`src/rtl/ub_pkg.sv`:
```
// rtl/ub_pkg.sv - shared types, error bit positions and address helper for the unified buffer
//
// Purpose : FSM state type, sticky error bit indices, and a modulo adder used
//           for every wrapped word address.
// Ports   : none (package)

package ub_pkg;

   typedef enum logic {
      IDLE = 1'b0,
      READ = 1'b1
   } ub_state_t;

   localparam int ERR_WR_OOR = 0;
   localparam int ERR_RD_OOR = 1;
   localparam int ERR_BUSY   = 2;

   // (a + b) mod depth, evaluated in 32 bits so DEPTH need not be a power of two.
   function automatic int unsigned wrap_add(input int unsigned a,
                                            input int unsigned b,
                                            input int unsigned depth);
      return (a + b) % depth;
   endfunction

endpackage

```
`src/rtl/ub_row_mem.sv`:
```
// rtl/ub_row_mem.sv - DEPTH-word storage with one N-word row port
//
// Purpose : word array accessed a row (N consecutive words) at a time.
//           Word addresses wrap modulo DEPTH. Read is combinational, write is
//           on the rising clock edge. Contents clear on reset.
// Ports   : clk    - clock
//           reset  - asynchronous active-low clear of all words
//           we     - write the row at addr this edge
//           addr   - word address of row word 0 (read and write share it)
//           wdata  - row to write, word k at [k*DATA_W +: DATA_W]
//           rdata  - row currently at addr, same packing

module ub_row_mem
   import ub_pkg::*;
#(
   parameter int DATA_W = 8,
   parameter int N      = 2,
   parameter int DEPTH  = 64,
   parameter int ADDR_W = $clog2(DEPTH)
) (
   input  logic                clk,
   input  logic                reset,
   input  logic                we,
   input  logic [ADDR_W-1:0]   addr,
   input  logic [N*DATA_W-1:0] wdata,
   output logic [N*DATA_W-1:0] rdata
);

   logic [DATA_W-1:0] mem [DEPTH];
   logic [ADDR_W-1:0] idx [N];

   always_comb begin
      for (int k = 0; k < N; k++) begin
         idx[k] = ADDR_W'(wrap_add(32'(addr), k, DEPTH));
      end
   end

   always_comb begin
      rdata = '0;
      for (int k = 0; k < N; k++) begin
         rdata[k*DATA_W +: DATA_W] = mem[idx[k]];
      end
   end

   always_ff @(posedge clk or negedge reset) begin
      if (!reset) begin
         for (int i = 0; i < DEPTH; i++) begin
            mem[i] <= '0;
         end
      end else if (we) begin
         for (int k = 0; k < N; k++) begin
            mem[idx[k]] <= wdata[k*DATA_W +: DATA_W];
         end
      end
   end

endmodule

```
`src/rtl/unified_buffer_burst.sv`:
```
// rtl/unified_buffer_burst.sv - row buffer with write handshake and multi-row read bursts
//
// Purpose : stores rows written by the accumulator bank and streams tiles of
//           rd_len rows to input_setup. Single-ported: a read burst blocks writes.
// Ports   : clk, reset (async active-low)
//           wr_valid/wr_ready/wr_addr/wr_data - write beat handshake, one row per beat
//           rd_start/rd_addr/rd_len          - burst request, sampled in IDLE
//           rd_busy/rd_valid/rd_data/rd_last - burst output, one row per cycle
//           wr_ptr                           - address following the last accepted row
//           err/err_clr                      - sticky error flags and their clear

module unified_buffer_burst
   import ub_pkg::*;
#(
   parameter int DATA_W = 8,
   parameter int N      = 2,
   parameter int DEPTH  = 64,
   parameter int ADDR_W = $clog2(DEPTH),
   parameter int LEN_W  = 4,
   parameter int WRAP   = 0
) (
   input  logic                clk,
   input  logic                reset,
   input  logic                wr_valid,
   output logic                wr_ready,
   input  logic [ADDR_W-1:0]   wr_addr,
   input  logic [N*DATA_W-1:0] wr_data,
   input  logic                rd_start,
   input  logic [ADDR_W-1:0]   rd_addr,
   input  logic [LEN_W-1:0]    rd_len,
   output logic                rd_busy,
   output logic                rd_valid,
   output logic [N*DATA_W-1:0] rd_data,
   output logic                rd_last,
   output logic [ADDR_W-1:0]   wr_ptr,
   output logic [2:0]          err,
   input  logic                err_clr
);

   // Wide enough for rd_addr + rd_len*N without overflow.
   localparam int SUM_W = ADDR_W + LEN_W + 1;

   ub_state_t           state;
   logic [LEN_W-1:0]    rows_left;
   logic [ADDR_W-1:0]   cur_addr;
   logic [ADDR_W-1:0]   mem_addr;
   logic [N*DATA_W-1:0] mem_rdata;
   logic [SUM_W-1:0]    wr_end;
   logic [SUM_W-1:0]    rd_end;
   logic                wr_fire;
   logic                wr_ok;
   logic                rd_ok;
   logic                start_req;
   logic                start_ok;
   logic                mem_we;
   logic [2:0]          err_set;

   // A pending rd_start takes the port, so the write source must hold its beat.
   assign wr_ready  = (state == IDLE) && !rd_start;
   assign wr_fire   = wr_valid && wr_ready;

   assign wr_end    = SUM_W'(wr_addr) + SUM_W'(N);
   assign rd_end    = SUM_W'(rd_addr) + SUM_W'(rd_len) * SUM_W'(N);
   assign wr_ok     = (WRAP != 0) || (wr_end <= SUM_W'(DEPTH));
   assign rd_ok     = (WRAP != 0) || (rd_end <= SUM_W'(DEPTH));

   assign start_req = (state == IDLE) && rd_start && (rd_len != '0);
   assign start_ok  = start_req && rd_ok;
   // Out-of-range beats are still handshaken but never reach the array.
   assign mem_we    = wr_fire && wr_ok;

   // Row 0 is fetched on the start edge, later rows from cur_addr.
   assign mem_addr  = (state == READ) ? cur_addr : (rd_start ? rd_addr : wr_addr);

   always_comb begin
      err_set             = '0;
      err_set[ERR_WR_OOR] = wr_fire && !wr_ok;
      err_set[ERR_RD_OOR] = start_req && !rd_ok;
      err_set[ERR_BUSY]   = (state == READ) && rd_start;
   end

   ub_row_mem #(
      .DATA_W (DATA_W),
      .N      (N),
      .DEPTH  (DEPTH),
      .ADDR_W (ADDR_W)
   ) u_mem (
      .clk   (clk),
      .reset (reset),
      .we    (mem_we),
      .addr  (mem_addr),
      .wdata (wr_data),
      .rdata (mem_rdata)
   );

   always_ff @(posedge clk or negedge reset) begin
      if (!reset) begin
         state     <= IDLE;
         rows_left <= '0;
         cur_addr  <= '0;
         rd_busy   <= 1'b0;
         rd_valid  <= 1'b0;
         rd_last   <= 1'b0;
         rd_data   <= '0;
         wr_ptr    <= '0;
         err       <= '0;
      end else begin
         // Clear applies first so a simultaneous new error survives.
         err <= (err_clr ? 3'b000 : err) | err_set;

         if (mem_we) begin
            wr_ptr <= ADDR_W'(wrap_add(32'(wr_addr), N, DEPTH));
         end

         case (state)
            IDLE: begin
               if (start_ok) begin
                  state     <= READ;
                  rd_busy   <= 1'b1;
                  rd_valid  <= 1'b1;
                  rd_data   <= mem_rdata;
                  rd_last   <= (rd_len == LEN_W'(1));
                  rows_left <= rd_len - LEN_W'(1);
                  cur_addr  <= ADDR_W'(wrap_add(32'(rd_addr), N, DEPTH));
               end
            end
            READ: begin
               // rows_left counts rows still to fetch after the one on rd_data.
               if (rows_left == '0) begin
                  state    <= IDLE;
                  rd_busy  <= 1'b0;
                  rd_valid <= 1'b0;
                  rd_last  <= 1'b0;
               end else begin
                  rd_data   <= mem_rdata;
                  rd_last   <= (rows_left == LEN_W'(1));
                  rows_left <= rows_left - LEN_W'(1);
                  cur_addr  <= ADDR_W'(wrap_add(32'(cur_addr), N, DEPTH));
               end
            end
            default: state <= IDLE;
         endcase
      end
   end

endmodule

```
`config.mk`:
```
export PLATFORM = sky130hd
export DESIGN_NAME = unified_buffer_burst
export DESIGN_NICKNAME = d
export VERILOG_FILES = /design/src/rtl/ub_pkg.sv /design/src/rtl/ub_row_mem.sv /design/src/rtl/unified_buffer_burst.sv
export SDC_FILE = /design/constraint.sdc
export NUM_CORES = 2
export LEC_CHECK = 0
export ABC_CLOCK_PERIOD_IN_PS = 6200
export BUFFER_PORTS_ARGS = -buffer_cell sky130_fd_sc_hd__buf_2
export CAP_MARGIN = 5
export CORE_ASPECT_RATIO = 0.75
export CORE_MARGIN = 1
export CORE_UTILIZATION = 35
export DETAILED_ROUTE_END_ITERATION = 8
export SKIP_CTS_REPAIR_TIMING = 1
export SLEW_MARGIN = 20
export SYNTH_ARGS = -nofsm -noshare
export SYNTH_HDL_FRONTEND = slang
export SYNTH_SLANG_ARGS = --single-unit
export TNS_END_PERCENT = 10
```
`constraint.sdc`:
```
create_clock -name clk -period 6.2 [get_ports clk]
set_input_delay 1.24 -clock clk [delete_from_list [all_inputs] [get_ports clk]]
set_output_delay 1.24 -clock clk [all_outputs]
set_load 0.1 [all_outputs]
```
After elaboration in Yosys (flattened, before gate mapping)
Index checks and enable logic that the tools add are counted.
{"block": "op_classes", "n_addsub": 8, "n_lt_le_gt_ge": 6, "n_eq_ne": 5, "muxes": 33, "bitwise_logic": 4, "n_reduce_logical": 18}
{"operator": "512-bit bitwise mux", "count": 2}
{"operator": "8-bit binary-select mux with 6-bit select", "count": 2}
{"operator": "8-bit demux with 6-bit select", "count": 2}
{"operator": "8-bit two-way mux", "count": 6}
{"operator": "16-bit two-way mux", "count": 2}
{"operator": "16-bit one-hot mux with 2 select lines", "count": 1}
{"operator": "6-bit two-way mux", "count": 4}
{"operator": "6-bit by 2-bit adder with 6-bit output, second input constant", "count": 3}
{"operator": "7-bit >= comparator, second input constant", "count": 2}
{"operator": "7-bit <= comparator, second input constant", "count": 2}
{"operator": "7-bit by 1-bit less-than comparator with 1-bit output, second input constant", "count": 2}
{"operator": "6-bit inverter with 7-bit output", "count": 2}
{"operator": "6-bit one-hot mux with 2 select lines", "count": 1}
{"operator": "1-bit logical AND", "count": 11}
{"operator": "4-bit by 1-bit equality test with 1-bit output, second input constant", "count": 2}
{"operator": "4-bit two-way mux", "count": 2}
{"operator": "4-bit one-hot mux with 2 select lines", "count": 1}
{"operator": "4-bit by 1-bit subtractor with 4-bit output, second input constant", "count": 2}
{"operator": "6-bit by 2-bit adder with 7-bit output, second input constant", "count": 1}
{"operator": "6-bit by 5-bit adder with 7-bit output", "count": 1}
{"operator": "6-bit by 1-bit adder with 6-bit output, second input constant", "count": 1}
{"operator": "1-bit two-way mux", "count": 6}
{"operator": "1-bit one-hot mux with 2 select lines", "count": 3}
{"operator": "4-bit zero test", "count": 1}
{"operator": "8 further kinds", "count": 12}
{"block": "word_totals", "register_bits": 550, "input_bits": 37, "out_inout_bits": 29, "word_cells": 146}

Logic depth before layout (Yosys ltp)
{"block": "depth", "word_depth": 9, "mapped_depth": 20, "ltp_nobuf": 12}

Cells and area by module
A second synthesis with hierarchy kept.
{"block": "hier_totals", "hier_cells": 3413, "hier_area_um2": 34707.0}
{"module": "ub_row_mem", "n_inst": 1, "cells_per_inst": 3208, "area_each_um2": 32447.4, "seq_area_each_um2": 12812.3}
{"module": "unified_buffer_burst", "n_inst": 1, "cells_per_inst": 205, "area_each_um2": 2259.7, "seq_area_each_um2": 950.9}

Worst setup path before layout
Ideal clock, no wire load.
{"block": "synth_path", "path_kind": "input port to flip-flop", "start": "input rd_start", "end": "register u_mem.mem[42] (netlist bit)", "setup_time_ns": 0.136, "arrival_ns": 5.184, "required_time_ns": 6.064, "setup_slack_ns": 0.880, "cell_stages": 17, "n_path_buf": 6, "cell_sequence": "buf_4 > mux2i_2 > a21o_4 > inv_4 > buf_2 > buf_1 > clkbuf_1 > ha_1 > clkbuf_1 > clkinv_1 > nor2_1 > nand2_1 > a2111oi_4 > o21ai_1 > clkbuf_1 > nand2_1 > o21ai_0"}
{"block": "synth_via", "elab_chain_len": 9, "elab_cells_between_ends": 21, "classes_between": "add/sub: 1; order compare: 4; mux: 8; bitwise: 2; reduce/logical: 6"}
{"item": "start: declaration", "line_no": "unified_buffer_burst.sv:28", "source": "input logic rd_start,"}
{"item": "6-bit two-way mux (2 in series)", "line_no": "unified_buffer_burst.sv:73", "source": "assign mem_addr = (state == READ) ? cur_addr : (rd_start ? rd_addr : wr_addr);"}
{"item": "6-bit by 1-bit adder with 6-bit output / 6-bit inverter with 7-bit output (equally long branches)", "line_no": "ub_pkg.sv:22, ub_row_mem.sv:52"}
{"item": "6-bit inverter with 7-bit output (not written as such), or another cell as far along", "line_no": "ub_row_mem.sv:52", "source": "mem[idx[k]] <= wdata[k*DATA_W +: DATA_W];"}
{"item": "7-bit >= comparator (not written as such), or another cell as far along", "line_no": "ub_row_mem.sv:52"}
{"item": "1-bit logical AND (not written as such) / 8-bit two-way mux (equally long branches)", "line_no": "ub_row_mem.sv:52"}
{"item": "8-bit two-way mux (not written as such) / 8-bit demux with 6-bit select (equally long branches)", "line_no": "ub_row_mem.sv:52"}
{"item": "8-bit demux with 6-bit select / 512-bit bitwise mux (equally long branches)", "line_no": "ub_row_mem.sv:52"}
{"item": "512-bit bitwise mux", "line_no": "ub_row_mem.sv:52"}
{"item": "end signal: indexed assignment", "line_no": "ub_row_mem.sv:52"}
{"item": "end: declaration", "line_no": "ub_row_mem.sv:29", "source": "logic [DATA_W-1:0] mem [DEPTH];"}
Parallel ways exist; a longest one is shown, timed or not.
A chain may end at the register's enable or synchronous reset.

Worst setup path after layout
{"block": "layout_path", "start": "input rd_start", "end": "register u_mem.mem[226] (netlist bit)"}
Same word-level chain as after synthesis.

==> results.cfg <==
[worst_hold_path]
hold_class = flop to flop

[cts]
cts_tree = yes
clock-root-buffer = clkbuf_16
clk_path_buf_depth = 3
clock-sinks = 550
path_clk_slew_ps = 70
clkLatencyLatePin_ps = 670
cts_max_level = 2
numCtsBuffers = 57

[grt]
gr-total-overflow = 0
grt_pass1_vias = 30900
grt_util_all_layers_pct = 33.99
grt_pass1_wl_mm = 239.0
antenna_found_initial = 6
grt_max_degree = 145

[sta]
drv_slew = 0
finalCriticalPeriod_ps = 5051
finalHoldViolCount = 0
period_share_pct = 81.46
hold_slack_ps = 482.2
setup_violations = 0
fin_tns_setup_ps = 0
fin_skew_ps = 28.29
worstMarginPinSlew_ps = 1209
relSlewSlack_pct = 18.64
rsz0062_at_grt = false
fmax_mhz = 198.0

[layout]
regArea_sq_mm = 0.01376
finalNetCount = 3374
layout_commonest_cell = a22oi_1
nFillCells = 9215
multiInputGateArea_sq_mm = 0.01811
final_cell_mix = a22oi_1 (689), dfrtp_1 (550), o2bb2ai_1 (427)
layout-drive-gt1-share_pct = 13.85
fin_area_sq_mm = 0.03718
area_growth_pct = 11.80

[critical_path]
startpoint_type = input port
worst_setup_path_end_kind = flop
cp.arrival_ps = 5620
crit_required_ps = 6770
path_class = input port to flop
critPathMaxFanout = 30

[pwr]
finalPower_uw = 22910
power_density_mw_per_mm2 = 616.2
p_leak_uw = 0.01306
peakVddDrop_v = 0.0005133

[floorplan]
die-area_sq_mm = 0.09626
die_width_microns = 357.9
ios = 66
core_sq_mm = 0.09369
start_util_pct = 35.49
dieHeight_microns = 268.9
row_count = 97

[place]
port_buffers = 65
post_dp_cell_area_sq_mm = 0.03514
dp_hpwl_mm = 109.2
place_congestion = 1.056

[job]
cap_viol_max_count = 0

[drt]
drt_pass1_iterations = 7
drc_errors = 0
vias_per_cell = 7.502
drt_iter0_markers = 6923
wire_per_inst_microns = 36.60
routed_wirelength_mm = 168.8
ant_nets = 0
vias = 34600

[yosys]
synth-seq-area-share_pct = 41.39
synthArstFlopShare_pct = 100.0
ys.flop_type = dfrtp_1
ys_ff_latch = 550
syn_area_sq_mm = 0.03325
syn-mean-instance-area_sq_um = 9.775
synth_nets = 3451
synth_edf_count = 0
syn_inst = 3402
synth_cell_types = 85
yosys_warnings = 0

[run_status]
status = finished clean
[Yosys cell counts (59+ instances only)]
cell type,instances,area [sq um]
o2bb2ai_1,427,3740
a21oi_1,88,440.4
a22oi_1,689,5172
nand3_1,93,465.5
a31oi_1,59,369.1
nand2_1,199,747.0
o22ai_1,80,500.5
nor2_1,130,488.0
dfrtp_1,550,13760
clkbuf_1,261,979.7
o21ai_0,71,355.3
mux2i_1,84,840.8
a41oi_1,59,516.8
[registers in the layout, summed over array words and instances (netlist names)]
register / count
err: 3
u_mem.mem: 512
rd_valid: 1
rows_left: 4
cur_addr: 6
state: 1
rd_last: 1
wr_ptr: 6
rd_data: 16
[cell families (layout without fill, tap and decap cells)]
family | count (synthesis) | count (layout) | share of synthesized area [%]
AOI/OAI and AO/OA | 1744 | 1744 | 40.09
and+or+nand+nor | 570 | 570 | 8.203
DFF | 550 | 550 | 41.39
buffers and inverters | 383 | 353 | 4.560
muxes | 131 | 131 | 4.907
adders and majority gates | 12 | 12 | 0.4741
xor gates and xnor gates | 12 | 12 | 0.3725
other | 0 | 3 | 0
[critical path: stages]
cell and delay (ps):
buf_2 240, mux2i_2 440, a21o_4 210, inv_6 110, ha_4 200, nor2b_1 140, a21oi_2 360, nand2_4 350
nor2_2 840, o2111ai_2 580, a21oi_2 660, nor2_1 80, a21oi_1 140
[stage by stage]
step,util (%),setup slack [ps],instances
finish,39.68,1149,4612
global route,39.67,963.3,4609
CTS,39.67,1389,4609
detailed placement,37.51,711.6,4503
global placement,37.47,468.4,4501
floorplan,-,879.9,3402
[final timing paths]
check                           from  cells past startpoint             end  slack, ps
setup / recovery            rd_start                     13  u_mem.mem[226]       1150
min in group asynchronous      reset                      1  u_mem.mem[399]        590
hold / removal             wr_ptr[4]                      2       wr_ptr[4]        480
max in group asynchronous      reset                      2  u_mem.mem[199]       4320
setup reg to reg               state                     12  u_mem.mem[226]       1170
hold reg to reg            wr_ptr[4]                      2       wr_ptr[4]        480
[power breakdown]
part | internal, uW | total (uW) | switching [uW]
registers | 4670 | 6370 | 1700
logic | 3630 | 12700 | 9030
clock network | 2230 | 3870 | 1640
total | 10500 | 22900 | 12400
[area by class of cell]
type                       count  share of cell area [%]
antenna                        3                 0.02019
clock buffer                  83                   4.476
clock inverter                23                  0.9794
inverter                      26                  0.2760
multi-input combinational   2469                   48.70
sequential                   550                   37.02
tap                         1237                   4.163
timing repair buffer         221                   4.362
[routing by layer]
metal	vias up	part of all wire (%)	routed length [microns]	GRT usage, %
met5	-	0.075	126	0.5500
met4	10	3.9	6634	10.81
met3	484	19	31540	17.91
met2	3191	38	63350	43.02
met1	17220	40	67150	48.30
li1	13690	-	-	-
Note: power is estimated with default switching activity, not from simulation.
